### config.mk
export PLATFORM = sky130hd
export DESIGN_NAME = gsensor_spi_responder
export DESIGN_NICKNAME = d
export VERILOG_FILES = /design/src/rtl/gsensor_pkg.sv /design/src/rtl/spi_edge_sync.sv /design/src/rtl/gsensor_spi_responder.sv
export SDC_FILE = /design/constraint.sdc
export NUM_CORES = 1
export LEC_CHECK = 0
export CAP_MARGIN = 5
export CORE_AREA = 8 8 291 237
export CTS_CLUSTER_SIZE = 40
export DETAILED_ROUTE_END_ITERATION = 6
export DIE_AREA = 0 0 299 245
export PLACE_DENSITY = 0.71
export SETUP_SLACK_MARGIN = 0.05
export SLEW_MARGIN = 30
export SYNTH_ARGS = -nofsm -noshare
export SYNTH_HDL_FRONTEND = slang
export SYNTH_SLANG_ARGS = --single-unit
### constraint.sdc
create_clock -name i_clk -period 4.7 [get_ports i_clk]
set_input_delay 0.94 -clock i_clk [delete_from_list [all_inputs] [get_ports i_clk]]
set_output_delay 0.94 -clock i_clk [all_outputs]
set_load 0.05 [all_outputs]
### src/rtl/gsensor_pkg.sv
// Shared register map, state encoding and access helpers for the GSENSOR SPI responder model.
package gsensor_pkg;

  localparam logic [5:0] ADDR_DEVID  = 6'h00;
  localparam logic [5:0] ADDR_DATAX0 = 6'h32;
  localparam logic [5:0] ADDR_DATAX1 = 6'h33;
  localparam logic [5:0] ADDR_DATAY0 = 6'h34;
  localparam logic [5:0] ADDR_DATAY1 = 6'h35;
  localparam logic [5:0] ADDR_DATAZ0 = 6'h36;
  localparam logic [5:0] ADDR_DATAZ1 = 6'h37;

  localparam logic [7:0] DEVID_DEFAULT = 8'hE5;

  typedef enum logic [1:0] {
    ST_IDLE,
    ST_CMD,
    ST_DATA
  } state_t;

  function automatic logic is_read_only(input logic [5:0] i_addr);
    return (i_addr == ADDR_DEVID) || ((i_addr >= ADDR_DATAX0) && (i_addr <= ADDR_DATAZ1));
  endfunction

endpackage

### src/rtl/spi_edge_sync.sv
// Pin synchronizer with registered rise/fall pulses; pulse lags the pin by P_DEPTH+1 cycles.
module spi_edge_sync #(
  parameter int   P_DEPTH = 2,
  parameter logic P_INIT  = 1'b1
) (
  input  logic i_clk,
  input  logic i_rst_n,
  input  logic i_pin,
  output logic o_rise,
  output logic o_fall
);

  logic [P_DEPTH-1:0] r_sync;
  logic               r_last;
  logic               r_rise;
  logic               r_fall;

  always_ff @(posedge i_clk) begin
    if (!i_rst_n) begin
      r_sync <= {P_DEPTH{P_INIT}};
      r_last <= P_INIT;
      r_rise <= 1'b0;
      r_fall <= 1'b0;
    end else begin
      r_sync <= {r_sync[P_DEPTH-2:0], i_pin};
      r_last <= r_sync[P_DEPTH-1];
      r_rise <= r_sync[P_DEPTH-1] & ~r_last;
      r_fall <= ~r_sync[P_DEPTH-1] & r_last;
    end
  end

  assign o_rise = r_rise;
  assign o_fall = r_fall;

endmodule

### src/rtl/gsensor_spi_responder.sv
// SPI mode-3 responder emulating the accelerometer register protocol over a 64-byte map.
// States: IDLE waits for CS_n low | CMD shifts the command byte | DATA moves data bytes.
module gsensor_spi_responder
  import gsensor_pkg::*;
#(
  parameter int         P_SCLK_SYNC = 2,
  parameter logic [7:0] P_DEVID     = DEVID_DEFAULT
) (
  input  logic        i_clk,
  input  logic        i_rst_n,
  input  logic        i_spi_sclk,
  input  logic        i_spi_cs_n,
  input  logic        i_spi_sdi,
  output logic        o_spi_sdo,
  output logic        o_spi_sdo_oe,
  input  logic        i_sample_valid,
  input  logic [15:0] i_accel_x,
  input  logic [15:0] i_accel_y,
  input  logic [15:0] i_accel_z,
  output logic        o_wr_valid,
  output logic [5:0]  o_wr_addr,
  output logic [7:0]  o_wr_data,
  output logic        o_int1
);

  state_t r_state, w_state_nxt;
  logic w_sclk_rise, w_sclk_fall, w_cs_rise, w_cs_fall;
  logic [P_SCLK_SYNC-1:0] r_sdi_sync;
  logic [2:0]  r_bit_cnt;
  logic [6:0]  r_shift_in;
  logic [7:0]  w_byte;
  logic        r_rw, r_mb;
  logic [5:0]  r_addr, w_addr_nxt;
  logic [7:0]  r_shift_out, w_rd_cmd, w_rd_nxt;
  logic        r_sdo;
  logic [7:0]  r_regs [64];
  logic [47:0] r_stage, r_sample;
  logic        r_pend, r_int1, r_wr_valid;
  logic [5:0]  r_wr_addr;
  logic [7:0]  r_wr_data;
  logic        w_cmd_done, w_byte_done, w_apply, w_int_clr;

  spi_edge_sync #(.P_DEPTH(P_SCLK_SYNC), .P_INIT(1'b1)) u_sclk_sync (
    .i_clk(i_clk), .i_rst_n(i_rst_n), .i_pin(i_spi_sclk),
    .o_rise(w_sclk_rise), .o_fall(w_sclk_fall)
  );

  spi_edge_sync #(.P_DEPTH(P_SCLK_SYNC), .P_INIT(1'b1)) u_cs_sync (
    .i_clk(i_clk), .i_rst_n(i_rst_n), .i_pin(i_spi_cs_n),
    .o_rise(w_cs_rise), .o_fall(w_cs_fall)
  );

  function automatic logic [7:0] reg_read(input logic [5:0] i_addr);
    case (i_addr)
      ADDR_DEVID:  return P_DEVID;
      ADDR_DATAX0: return r_sample[7:0];
      ADDR_DATAX1: return r_sample[15:8];
      ADDR_DATAY0: return r_sample[23:16];
      ADDR_DATAY1: return r_sample[31:24];
      ADDR_DATAZ0: return r_sample[39:32];
      ADDR_DATAZ1: return r_sample[47:40];
      default:     return r_regs[i_addr];
    endcase
  endfunction

  always_comb begin
    w_byte      = {r_shift_in, r_sdi_sync[P_SCLK_SYNC-1]};
    w_addr_nxt  = r_mb ? (r_addr + 6'd1) : r_addr;
    w_rd_cmd    = reg_read(w_byte[5:0]);
    w_rd_nxt    = reg_read(w_addr_nxt);
    w_cmd_done  = (r_state == ST_CMD) && w_sclk_rise && (r_bit_cnt == 3'd7) && !w_cs_rise;
    w_byte_done = (r_state == ST_DATA) && w_sclk_rise && (r_bit_cnt == 3'd7) && !w_cs_rise;
    w_int_clr   = w_byte_done && r_rw && (r_addr == ADDR_DATAX0);
    // Snapshot only moves while no transaction is in flight, so reads stay coherent.
    w_apply     = r_pend && (r_state == ST_IDLE);
  end

  always_comb begin
    w_state_nxt = r_state;
    case (r_state)
      ST_IDLE: if (w_cs_fall) w_state_nxt = ST_CMD;
      ST_CMD:  if (w_cmd_done) w_state_nxt = ST_DATA;
      ST_DATA: w_state_nxt = ST_DATA;
      default: w_state_nxt = ST_IDLE;
    endcase
    if (w_cs_rise) w_state_nxt = ST_IDLE;
  end

  always_ff @(posedge i_clk) begin
    if (!i_rst_n) r_state <= ST_IDLE;
    else          r_state <= w_state_nxt;
  end

  always_ff @(posedge i_clk) begin
    if (!i_rst_n) begin
      r_sdi_sync  <= '0;
      r_bit_cnt   <= '0;
      r_shift_in  <= '0;
      r_rw        <= 1'b0;
      r_mb        <= 1'b0;
      r_addr      <= '0;
      r_shift_out <= '1;
      r_sdo       <= 1'b1;
      r_stage     <= '0;
      r_sample    <= '0;
      r_pend      <= 1'b0;
      r_int1      <= 1'b0;
      r_wr_valid  <= 1'b0;
      r_wr_addr   <= '0;
      r_wr_data   <= '0;
      for (int i = 0; i < 64; i++) r_regs[i] <= '0;
    end else begin
      r_sdi_sync <= {r_sdi_sync[P_SCLK_SYNC-2:0], i_spi_sdi};
      r_wr_valid <= 1'b0;

      if ((r_state == ST_IDLE) || w_cs_rise) begin
        r_bit_cnt <= '0;
      end else if (w_sclk_rise) begin
        r_bit_cnt  <= r_bit_cnt + 3'd1;
        r_shift_in <= w_byte[6:0];
      end

      if (w_cmd_done) begin
        r_rw        <= w_byte[7];
        r_mb        <= w_byte[6];
        r_addr      <= w_byte[5:0];
        r_shift_out <= w_rd_cmd;
      end

      if (w_byte_done) begin
        r_addr      <= w_addr_nxt;
        r_shift_out <= w_rd_nxt;
        if (!r_rw && !is_read_only(r_addr)) begin
          r_regs[r_addr] <= w_byte;
          r_wr_valid     <= 1'b1;
          r_wr_addr      <= r_addr;
          r_wr_data      <= w_byte;
        end
      end

      if ((r_state == ST_DATA) && r_rw && w_sclk_fall) begin
        r_sdo       <= r_shift_out[7];
        r_shift_out <= {r_shift_out[6:0], 1'b1};
      end

      if (i_sample_valid) r_stage <= {i_accel_z, i_accel_y, i_accel_x};
      if (i_sample_valid)   r_pend <= 1'b1;
      else if (w_apply)     r_pend <= 1'b0;
      if (w_apply) r_sample <= r_stage;

      if (w_apply)        r_int1 <= 1'b1;
      else if (w_int_clr) r_int1 <= 1'b0;
    end
  end

  assign o_spi_sdo_oe = (r_state == ST_DATA) && r_rw;
  assign o_spi_sdo    = o_spi_sdo_oe ? r_sdo : 1'b1;
  assign o_wr_valid   = r_wr_valid;
  assign o_wr_addr    = r_wr_addr;
  assign o_wr_data    = r_wr_data;
  assign o_int1       = r_int1;

endmodule

==> flow_summary.yaml <==
global_routing:
  grt_max_degree: 84
  met2_usage: 0.470
  grt_pass1_vias: 25800
  antenna_found_initial: 6
  grtUsageTotal: 0.323
  grt-busiest-layer: "met2"
  gr-total-overflow: 0
  grt_use_met1: 0.449
  grt_first_pass_wirelength_mm: 177
  met3_usage: 0.0985
timing:
  min_period_ps: 4330
  max_clock_freq_ghz: 0.231
  hold_violations: 0
  slew_headroom: 0.297
  slew_violations: 0
  finalCritPeriodShare: 0.921
  rsz0062_at_grt: "false"
  worstMarginPinSlew_ps: 1030
  final.setup_skew_ps: 24.7
  setup_tns_ps: 0
  finalSetupViolations: 0
synth:
  synth_enable_flop_cells: 504
  seq_area_frac_synth: 0.522
  yosysUniqueCellTypes: 81
  synth_warnings: 0
  synth_top_cell_area_share: 0.434
  syn_inst: 2917
  synth_area_leaders: "edfxtp_1 (43%), mux4_2 (13%), dfxtp_1 (8.8%)"
  yosysTopAreaCell: "edfxtp_1"
  avgSynthCellArea_um2: 12.0
  async_reset_ff_frac: 0
  synthFlopType: "edfxtp_1"
  ys_ff_latch: 658
  syn_area_um2: 34900
cells_and_area:
  finalNetCount: 3040
  area_growth_pct: 12.5
  drive_above_1_share: 0.179
setup_path:
  cp-end-kind: "register"
  crit_path_start_kind: "register"
  crit_path_max_fanout: 21
  critical_path_arrival_ps: 4860
  path_cells: "buf_4 -> nand4_1 -> xnor2_2 -> nor2_2 -> buf_4 -> nand2_1 -> a31oi_1 -> o21ai_0 -> a211o_1 -> a31oi_1"
  worstRegToRegCells: 10
  crit_slowest_cell: "dfxtp_1"
  slowest_delay_ps: 800
  worstPathRequired_ps: 5230
  critPathKind: "register to register"
detailed_routing:
  wire_per_inst_um: 31.1
  drc: 3
  first_pass_iters: 7
  viasPerCell: 6.94
  drt_wl_total_mm: 121
  drt_iter0_markers: 4038
  vias: 27000
  antenna_left: 0
die:
  die_h_um: 245
  die_w_um: 299
  ioPinCount: 72
  start_util: 0.541
  die_area_um2: 73300
  core-area_um2: 64500
  rows: 84
hold_path:
  hold_class: "register to register"
  hold_depth: 2
job:
  maxCapViolCount: 0
outcome:
  outcome: "finished with violations"
  violations: "design-rule violations"
clocking:
  cts_inserted_buffers: 69
  hold_buffers: 0
  max-clock-path-buffers: 3
  cts_root_buffer: "clkbuf_16"
  cts_setup_buffers: 0
  clock-sinks: 658
  clock_latency_ps: 620
  htree_levels: 3
  path_clk_slew_ps: 60
  cts_tree: "yes"
  post_cts_resized: 0
place:
  place_congestion: 0.999
  io_buffers: 71
  dp_hpwl_mm: 84.0
pwr:
  p_per_area_nw_per_um2: 329
  p_leak_nw: 13.2
  max-vdd-ir-drop_uv: 298
  finalPower_mw: 12.9
[per-layer routing]
metal  wire, µm  vias to the layer above
met5         54                        -
met4       6040                        8
met3      16000                      378
met2      52000                     1951
met1      46900                    13500
li1           -                    11200
[kinds of logic (layout without fill, tap and decap cells)]
logic type               after synthesis  after routing  synth area share
multiplexers                         323            323             0.167
XOR/XNOR                              10             10           0.00348
other                                  1             17          0.000107
flip-flops                           658            658             0.522
AND/OR/NAND/NOR                     1078           1078             0.159
adder cells (fa/ha/maj)                9              9           0.00323
AO/OA/AOI/OAI                        540            540             0.106
buffers and inverters                298            397            0.0396
[per-stage QoR]
step	hold slack [ps]	area (µm²)	utilization	instances	setup WS, ps
final	428	39300	0.609	3892	370
after global routing	440	39300	0.609	3891	307
after CTS	430	39200	0.608	3890	620
after detailed placement	399	37000	0.574	3765	649
after global placement	401	37000	0.574	3764	531
after floorplan	386	35000	-	2932	881
[final cells by class]
cell class                      count  area, µm²
Antenna cell                        1       2.50
Clock buffer                       98       1930
Clock inverter                     27        277
Fill cell                        5137      25300
Inverter                           14       56.3
Multi-Input combinational cell   1976      15500
Sequential cell                   658      18200
Tap cell                          860       1080
Timing Repair Buffer              258       2240
[power by group]
group          internal (mW)  leakage, nW  switching (mW)
clock                   3.15         1.07            2.33
sequential              6.52         6.05           0.209
combinational          0.347         6.12           0.388
[worst paths after layout]
check	slack, ps	start	to
setup reg to reg	370	r_mb	r_shift_out[6]
hold reg to reg	430	u_cs_sync.r_last	u_cs_sync.o_fall
setup / recovery	370	r_mb	r_shift_out[6]
hold / removal	430	u_cs_sync.r_last	u_cs_sync.o_fall
[registers in the layout (all words and copies together) (netlist names), 2 cells and up]
register / flops
u_cs_sync.r_sync: 2
r_shift_out: 8
r_sdi_sync: 2
r_addr: 6
o_wr_addr: 6
r_shift_in: 7
r_stage: 48
r_state: 2
o_wr_data: 8
r_sample: 48
u_sclk_sync.r_sync: 2
r_bit_cnt: 3
r_regs: 504
[critical path, delay by kind of cell (launching register included)]
kind | cells | cell delay, ps
flops | 1 | 800
simple gates | 3 | 1040
buf+inv | 2 | 810
compound gates | 4 | 1300
xor+xnor | 1 | 310
[synth_stat cells, types with 13 or more instances]
library cell,n
a211oi_1,14
a21oi_1,126
a221o_1,22
a221oi_1,97
a222oi_1,13
a22o_1,16
a22oi_1,29
a31oi_1,15
and2_1,419
buf_1,22
buf_2,51
buf_4,15
buf_6,19
clkbuf_1,176
dfxtp_1,154
edfxtp_1,504
mux2_2,19
mux2i_1,100
mux4_2,200
nand2_1,223
nand2b_1,22
nand3_1,51
nor2_1,206
nor3_1,92
o21ai_0,125
[cells in the final DEF, fill, tap and decap left out, drive strengths merged, types with 13 or more instances in the layout]
master / count
a221o: 22
clkdlybuf4s50: 69
nand2: 223
a222oi: 13
nand2b: 22
clkinv: 18
mux2: 19
mux2i: 100
mux4: 204
edfxtp: 504
and2: 419
dfxtp: 154
nand3: 51
nor3: 93
buf: 189
a22o: 16
clkbuf: 98
a31oi: 15
a211oi: 14
o21ai: 132
inv: 16
nor2: 210
a21oi: 126
a22oi: 29
a221oi: 98
conb: 16
Power figures use the tool's default switching activity.
